### src/rtl/stopwatch_ctrl.sv
// stopwatch_ctrl: mm:ss stopwatch sequencer with run/pause/clear/adjust and adjust-mode blink mask.
// Optional lap freeze is built only when STOPWATCH_LAP_EN is defined.
module stopwatch_ctrl #(
    parameter int MAX_MIN = 59
) (
    input  logic       clk_100mhz,
    input  logic       rst_n,
    input  logic       tick_1hz,
    input  logic       tick_2hz,
    input  logic       tick_4hz,
    input  logic       btn_pause,
    input  logic       btn_clear,
    input  logic       btn_lap,
    input  logic       sw_adj,
    input  logic       sw_sel,
    output logic [3:0] min_tens,
    output logic [3:0] min_ones,
    output logic [3:0] sec_tens,
    output logic [3:0] sec_ones,
    output logic [3:0] blink_mask,
    output logic [1:0] state,
    output logic       lap_active
);

    typedef enum logic [1:0] {
        PAUSED  = 2'd0,
        RUNNING = 2'd1,
        ADJUST  = 2'd2
    } state_t;

    typedef struct packed {
        logic [3:0] mt;
        logic [3:0] mo;
        logic [3:0] st;
        logic [3:0] so;
    } bcd_time_t;

    localparam logic [3:0] MAX_MT = 4'(MAX_MIN / 10);
    localparam logic [3:0] MAX_MO = 4'(MAX_MIN % 10);

    state_t    cur, nxt_state;
    bcd_time_t live, live_n;
    logic      phase, phase_n;
    logic [3:0] mask_q, mask_n;
    logic [8:0] sec_inc;
    logic [7:0] min_inc;

    // Returns {carry, tens, ones}; carry marks the 59 -> 00 rollover.
    function automatic logic [8:0] inc_sec(input logic [3:0] tens, input logic [3:0] ones);
        if (ones == 4'd9) begin
            if (tens == 4'd5) return {1'b1, 8'h00};
            return {1'b0, tens + 4'd1, 4'd0};
        end
        return {1'b0, tens, ones + 4'd1};
    endfunction

    function automatic logic [7:0] inc_min(input logic [3:0] tens, input logic [3:0] ones);
        if (tens == MAX_MT && ones == MAX_MO) return 8'h00;
        if (ones == 4'd9) return {tens + 4'd1, 4'd0};
        return {tens, ones + 4'd1};
    endfunction

    always_comb begin
        nxt_state = cur;
        live_n    = live;
        phase_n   = phase;
        mask_n    = 4'b0000;
        sec_inc   = inc_sec(live.st, live.so);
        min_inc   = inc_min(live.mt, live.mo);

        if (sw_adj)                nxt_state = ADJUST;
        else if (cur == ADJUST)    nxt_state = PAUSED;
        else if (btn_clear)        nxt_state = PAUSED;
        else if (btn_pause)        nxt_state = (cur == RUNNING) ? PAUSED : RUNNING;

        // Clear outranks every tick, so a simultaneous tick is simply dropped.
        if (btn_clear) begin
            live_n = '0;
        end else if (cur == RUNNING && tick_1hz) begin
            {live_n.st, live_n.so} = sec_inc[7:0];
            if (sec_inc[8]) {live_n.mt, live_n.mo} = min_inc;
        end else if (cur == ADJUST && tick_2hz) begin
            if (sw_sel) {live_n.st, live_n.so} = sec_inc[7:0];
            else        {live_n.mt, live_n.mo} = min_inc;
        end

        if (nxt_state != ADJUST || cur != ADJUST) phase_n = 1'b0;
        else if (tick_4hz)                        phase_n = ~phase;

        if (nxt_state == ADJUST && phase_n) mask_n = sw_sel ? 4'b0011 : 4'b1100;
    end

    // NOTE: state registers use non-blocking assignments so every register samples pre-edge values.
    always_ff @(posedge clk_100mhz or negedge rst_n) begin
        if (!rst_n) begin
            cur    <= PAUSED;
            live   <= '0;
            phase  <= 1'b0;
            mask_q <= 4'b0000;
        end else begin
            cur    <= nxt_state;
            live   <= live_n;
            phase  <= phase_n;
            mask_q <= mask_n;
        end
    end

    assign state      = cur;
    assign blink_mask = mask_q;

`ifdef STOPWATCH_LAP_EN
    logic      lap_q, lap_n;
    bcd_time_t snap, snap_n;
    bcd_time_t disp;

    always_comb begin
        lap_n  = lap_q;
        snap_n = snap;
        if (nxt_state == ADJUST || btn_clear || btn_pause) lap_n = 1'b0;
        else if (btn_lap && cur == RUNNING)                lap_n = ~lap_q;
        if (lap_n && !lap_q) snap_n = live_n;
    end

    always_ff @(posedge clk_100mhz or negedge rst_n) begin
        if (!rst_n) begin
            lap_q <= 1'b0;
            snap  <= '0;
            disp  <= '0;
        end else begin
            lap_q <= lap_n;
            snap  <= snap_n;
            disp  <= lap_n ? snap_n : live_n;
        end
    end

    assign lap_active = lap_q;
    assign {min_tens, min_ones, sec_tens, sec_ones} = disp;
`else
    logic unused_lap;
    assign unused_lap = btn_lap;
    assign lap_active = 1'b0;
    assign {min_tens, min_ones, sec_tens, sec_ones} = live;
`endif

endmodule

### config.mk
export PLATFORM = sky130hd
export DESIGN_NAME = stopwatch_ctrl
export DESIGN_NICKNAME = d
export VERILOG_FILES = /design/src/rtl/stopwatch_ctrl.sv
export SDC_FILE = /design/constraint.sdc
export NUM_CORES = 1
export LEC_CHECK = 0
export ABC_AREA = 1
export ABC_CLOCK_PERIOD_IN_PS = 1400
export BUFFER_PORTS_ARGS = -buffer_cell sky130_fd_sc_hd__buf_2
export CAP_MARGIN = 20
export CELL_PAD_IN_SITES_DETAIL_PLACEMENT = 0
export CELL_PAD_IN_SITES_GLOBAL_PLACEMENT = 2
export CORE_AREA = 2 2 77 79
export CTS_CLUSTER_DIAMETER = 120
export DETAILED_ROUTE_END_ITERATION = 10
export DIE_AREA = 0 0 79 81
export PLACE_DENSITY = 0.79
export SLEW_MARGIN = 40
export SYNTH_ARGS = -nofsm -noshare
export SYNTH_HDL_FRONTEND = slang
export SYNTH_SLANG_ARGS = --single-unit
### constraint.sdc
create_clock -name clk_100mhz -period 1.4 [get_ports clk_100mhz]
set_clock_uncertainty 0.1 [all_clocks]
set_input_delay 0.14 -clock clk_100mhz [delete_from_list [all_inputs] [get_ports clk_100mhz]]
set_output_delay 0.14 -clock clk_100mhz [all_outputs]
set_load 0.005 [all_outputs]
## After elaboration in Yosys (flattened, before gate mapping)

Index checks and enable logic that the tools add are counted.

- Add/subtract/negate cells: 4
- $mul: 0
- Divide/modulo/power cells: 0
- $lt $le $gt $ge: 0
- Equal/unequal tests: 11
- Shift-type cells: 0
- Multiplexer cells: 29
- Bitwise logic cells: 1
- Reductions and logical operators: 9

Operators with widths:

| operator | count |
|---|---|
| $mux 8 | 7 |
| $mux 16 | 3 |
| $mux 9 | 4 |
| $add 4x1->4 const B | 4 |
| $mux 1 | 9 |
| $eq 4x3->1 const B | 2 |
| $eq 4x4->1 const B | 2 |
| $mux 2 | 4 |
| $mux 4 | 2 |
| $reduce_bool 3->1 | 2 |
| $eq 2x2->1 const B | 2 |
| $logic_and 1x1->1 | 4 |
| $ne 2x2->1 const B | 2 |
| $ne 3x2->1 const B | 1 |
| $ne 3x3->1 const B | 1 |
| $reduce_and 3->1 | 1 |
| $eq 2x1->1 const B | 1 |
| $reduce_and 2->1 | 1 |
| $logic_or 1x1->1 | 1 |
| $not 1->1 | 1 |

- Register bits: 23
- Bits in latches: 0
- RAM bits: 0
- Bits in read-only memories: 0
- Bits of input ports: 10
- Output and inout port bits: 23
- Word-level logic and storage cells: 61
- Memories kept: 0

## Depth between registers and ports, before layout

- Word-level depth: 11
- Gate-level depth with buffers: 9
- Mapped depth without buffers: 9

## Least setup slack after synthesis

OpenSTA, ideal clock, no wires.

- Kind: reg-to-reg
- Start point: register live (netlist bit sec_ones[1])
- End point: register live (netlist bit min_tens[0])
- Library setup time: 118 ps
- Arrival: 1,223 ps
- Data required time: 1,182 ps
- Setup slack: -41 ps
- Cell stages (with the launch flop): 10
- Path buffers: 0
- Clock period less this slack: 1,441 ps
- Cells stage by stage: dfrtp_1 inv_1 ha_1 nand2_2 nor2_4 nand2_2 nand2_4 nand3_2 nand2_1 nand2_1

- Longest elaborated chain between the ends: 5

RTL lines:

| item | RTL line | source |
|---|---|---|
| start: declaration | 42 | `bcd_time_t live, live_n;` |
| start signal: assignment | 102 | `live <= live_n;` |
| $eq 4x4->1 | 50 | `if (ones == 4'd9) begin` |
| $mux 1 | 50 |  |
| $mux 9 | 54 | `return {1'b0, tens, ones + 4'd1};` |
| $ne 3x3->1 (no source line) | -- |  |
| $reduce_and 3->1 (no source line) | -- |  |

No other way between the ends.
A chain may end at the register's enable or synchronous reset.

## Worst setup path after layout

- Start point: register live (netlist bit sec_ones[1])
- End point: register live (netlist bit min_tens[1])

The elaborated chain is that of the path after synthesis.

==> flow_metrics.py <==
metrics = {
    "timing": {
        "rsz0062_at_grt": "yes",
        "hold_violations": 0,
        "worst_slew_pin_slew_ns": 0.506,
        "drv_slew": 0,
        "maxSlewHeadroom_pct": 66.2,
        "setup_viol": 0,
        "finalCritPeriodShare_pct": 99.5,
        "fmax_ghz": 0.718,
        "final.min_clock_period_ns": 1.39,
        "whs_ns": 0.118,
    },
    "synthesis": {
        "ys_seq_area_share_pct": 38.6,
        "syn_area_um2": 1360,
        "avgSynthCellArea_um2": 8.10,
        "synth_cell_types": 24,
        "syn_nets": 186,
        "synthCells": 168,
        "synth_warnings": 0,
        "ys_ff_latch": 21,
    },
    "floorplanning": {
        "dieArea_um2": 6400,
        "start_util_pct": 24.0,
        "fp.dieH_um": 81,
        "rows": 28,
        "core_um2": 5680,
        "io_pins": 33,
        "fp.dieW_um": 79,
    },
    "routing": {
        "drt_iter0_markers": 12,
        "via_per_inst": 4.11,
        "num_vias": 1224,
        "postRouteAntennaNets": 0,
        "wirelength_um": 3080,
        "wl_per_cell_um": 10.3,
        "firstDrtPassIters": 4,
        "drc": 0,
    },
    "global_routing": {
        "grt-ovfl-total": 0,
        "met3_usage_pct": 2.78,
        "grt_max_degree": 22,
        "grt-busiest-layer": "met2",
        "grt_pass1_vias": 1115,
        "antenna_found_initial": 0,
        "grt_pass1_wl_um": 5100,
        "grt.total_usage_pct": 10.1,
        "grt_util_met2_pct": 18.1,
        "use_met1_pct": 12.1,
    },
    "critical_path": {
        "required_ns": 1.45,
        "cp_slowest_cell": "dfrtp_1",
        "cp-end-kind": "flop",
        "max_stage_delay_ns": 0.39,
        "critical_path_class": "flop to flop",
        "start_kind": "flop",
        "cp_max_fo": 6,
        "crit_chain": "inv_2 > ha_4 > nand2_2 > nor2_4 > nand2_2 > nand2_4 > nand3_4 > nand2_1 > nand2_1",
        "crit_arrival_ns": 1.44,
    },
    "clock_tree": {
        "clk-insertion-delay-late_ns": 0.26,
        "htree_levels": 1,
        "cts_buffers": 3,
        "clock-sinks": 21,
        "tritoncts": "yes",
        "cts_buffer_depth": 2,
        "cts.reportedPaths.clkPinSlew_ns": 0.08,
        "cts_root_buf": "clkbuf_8",
    },
    "layout": {
        "layout_commonest_cell": "nand2_1",
        "fin_nets": 242,
        "diodes": 0,
        "final_core_util_pct": 33.1,
        "layout-drive-gt1-share_pct": 40.8,
        "areaGrowthSynthToFinish_pct": 38.0,
        "fin_area_um2": 1880,
        "final_cell_mix": "nand2_1, buf_2, dfrtp_1, buf_4, inv_1",
    },
    "pwr": {
        "power_density_nw_per_um2": 743,
        "p_leak_uw": 0.000989,
        "power_uw": 1390,
        "vdd_drop_max_mv": 0.296,
    },
    "place": {
        "dpl_cell_area_um2": 1690,
        "portBuffers": 30,
        "hpwl_um": 2310,
        "place_congestion": 0.702,
    },
    "worst_hold_path": {
        "min_path_type": "input pin to flop",
    },
    "flow_run": {
        "drv_cap": 0,
    },
    "outcome": {
        "outcome": "completed",
    },
}
-- report_power, final --
group / switching (uW) / total [uW] / internal [uW]
registers: 35.6 / 673 / 638
logic: 170 / 322 / 151
clock network: 197 / 400 / 203
total: 403 / 1390 / 992
-- cell families after synthesis --
group / count (synthesis) / synth area share, %
simple gates: 95 / 36.5
buf+inv: 26 / 8.55
xor+xnor: 4 / 2.58
other cells: 1 / 0.276
flops: 21 / 38.6
compound gates: 13 / 6.07
fa+ha+maj: 8 / 7.36
-- cell type report --
class	instances	area (um2)
clock buffers	4	45.0
fillers	632	3800
inverters	22	82.6
multi-input cells	121	782
flip-flops and latches	21	526
well taps	75	93.8
repair buffers	55	348
-- registers in the layout (all words and copies together) (netlist names) --
signal	count
blink_mask	2
min_ones	4
min_tens	4
phase	1
sec_ones	4
sec_tens	4
state	2
-- cell usage after synthesis --
library cell	count	area [um2]
o21ai_1	4	20.0
buf_6	1	11.3
dfrtp_1	21	526
nand2_1	38	143
nand4_1	10	62.6
nor2_1	13	48.8
conb_1	1	3.75
inv_2	4	15.0
nand3_1	13	65.1
nor2_4	3	33.8
or2_2	1	6.26
inv_1	18	67.6
xor2_1	4	35.0
o31ai_1	1	7.51
nand3_2	3	30.0
or2_1	2	12.5
o21ai_2	3	26.3
a311oi_1	1	8.76
nor2_2	2	12.5
nand2_2	6	37.5
o21ai_0	4	20.0
nand2_4	4	45.0
ha_1	8	100
buf_4	3	22.5
-- worst max-delay path, delay by kind of cell (launching register included) --
family        cells  cell delay, ns
simple gates      7            0.58
buf+inv           1            0.08
fa+ha+maj         1            0.13
flops             1            0.39
-- repair_timing --
| item | 4_1_cts | 5_1_grt |
|---|---|---|
| endpoints found under the hold margin | 23 | 0 |
| hold buffers | 4 | 0 |
| setup buffers | 3 | 2 |
| gates cloned | 0 | 0 |
| setup endpoints to repair | 11 | 13 |
| pin swaps | 8 | 3 |
| gates resized for setup | 10 | 6 |
-- path summary, 6_finish.rpt --
kind,startpoint,to,slack [ns],cells past startpoint
min in group asynchronous,rst_n,sec_tens[1],0.28,2
max in group asynchronous,rst_n,min_ones[0],0.58,2
worst min register to register,min_tens[3],min_tens[3],0.44,2
worst max register to register,sec_ones[1],min_tens[1],0.007,9
worst max-delay path,sec_ones[1],min_tens[1],0.007,9
worst min-delay path,tick_4hz,blink_mask[1],0.12,4
-- layer usage --
metal | vias to the layer above | share of wire (%)
met5 | - | 0
met4 | 0 | 0.55
met3 | 2 | 3.9
met2 | 17 | 50
met1 | 555 | 45
li1 | 650 | -
-- stage by stage --
stage	cells	setup TNS, ns	setup slack (ns)
final	298	0	0.00659
after global routing	298	-0.782	-0.0843
after CTS	296	-0.0351	-0.0195
after detailed placement	285	-0.340	-0.0494
after global placement	285	-0.198	-0.0407
after floorplan	168	-0.247	-0.0355
Power figures use the tool's default switching activity.
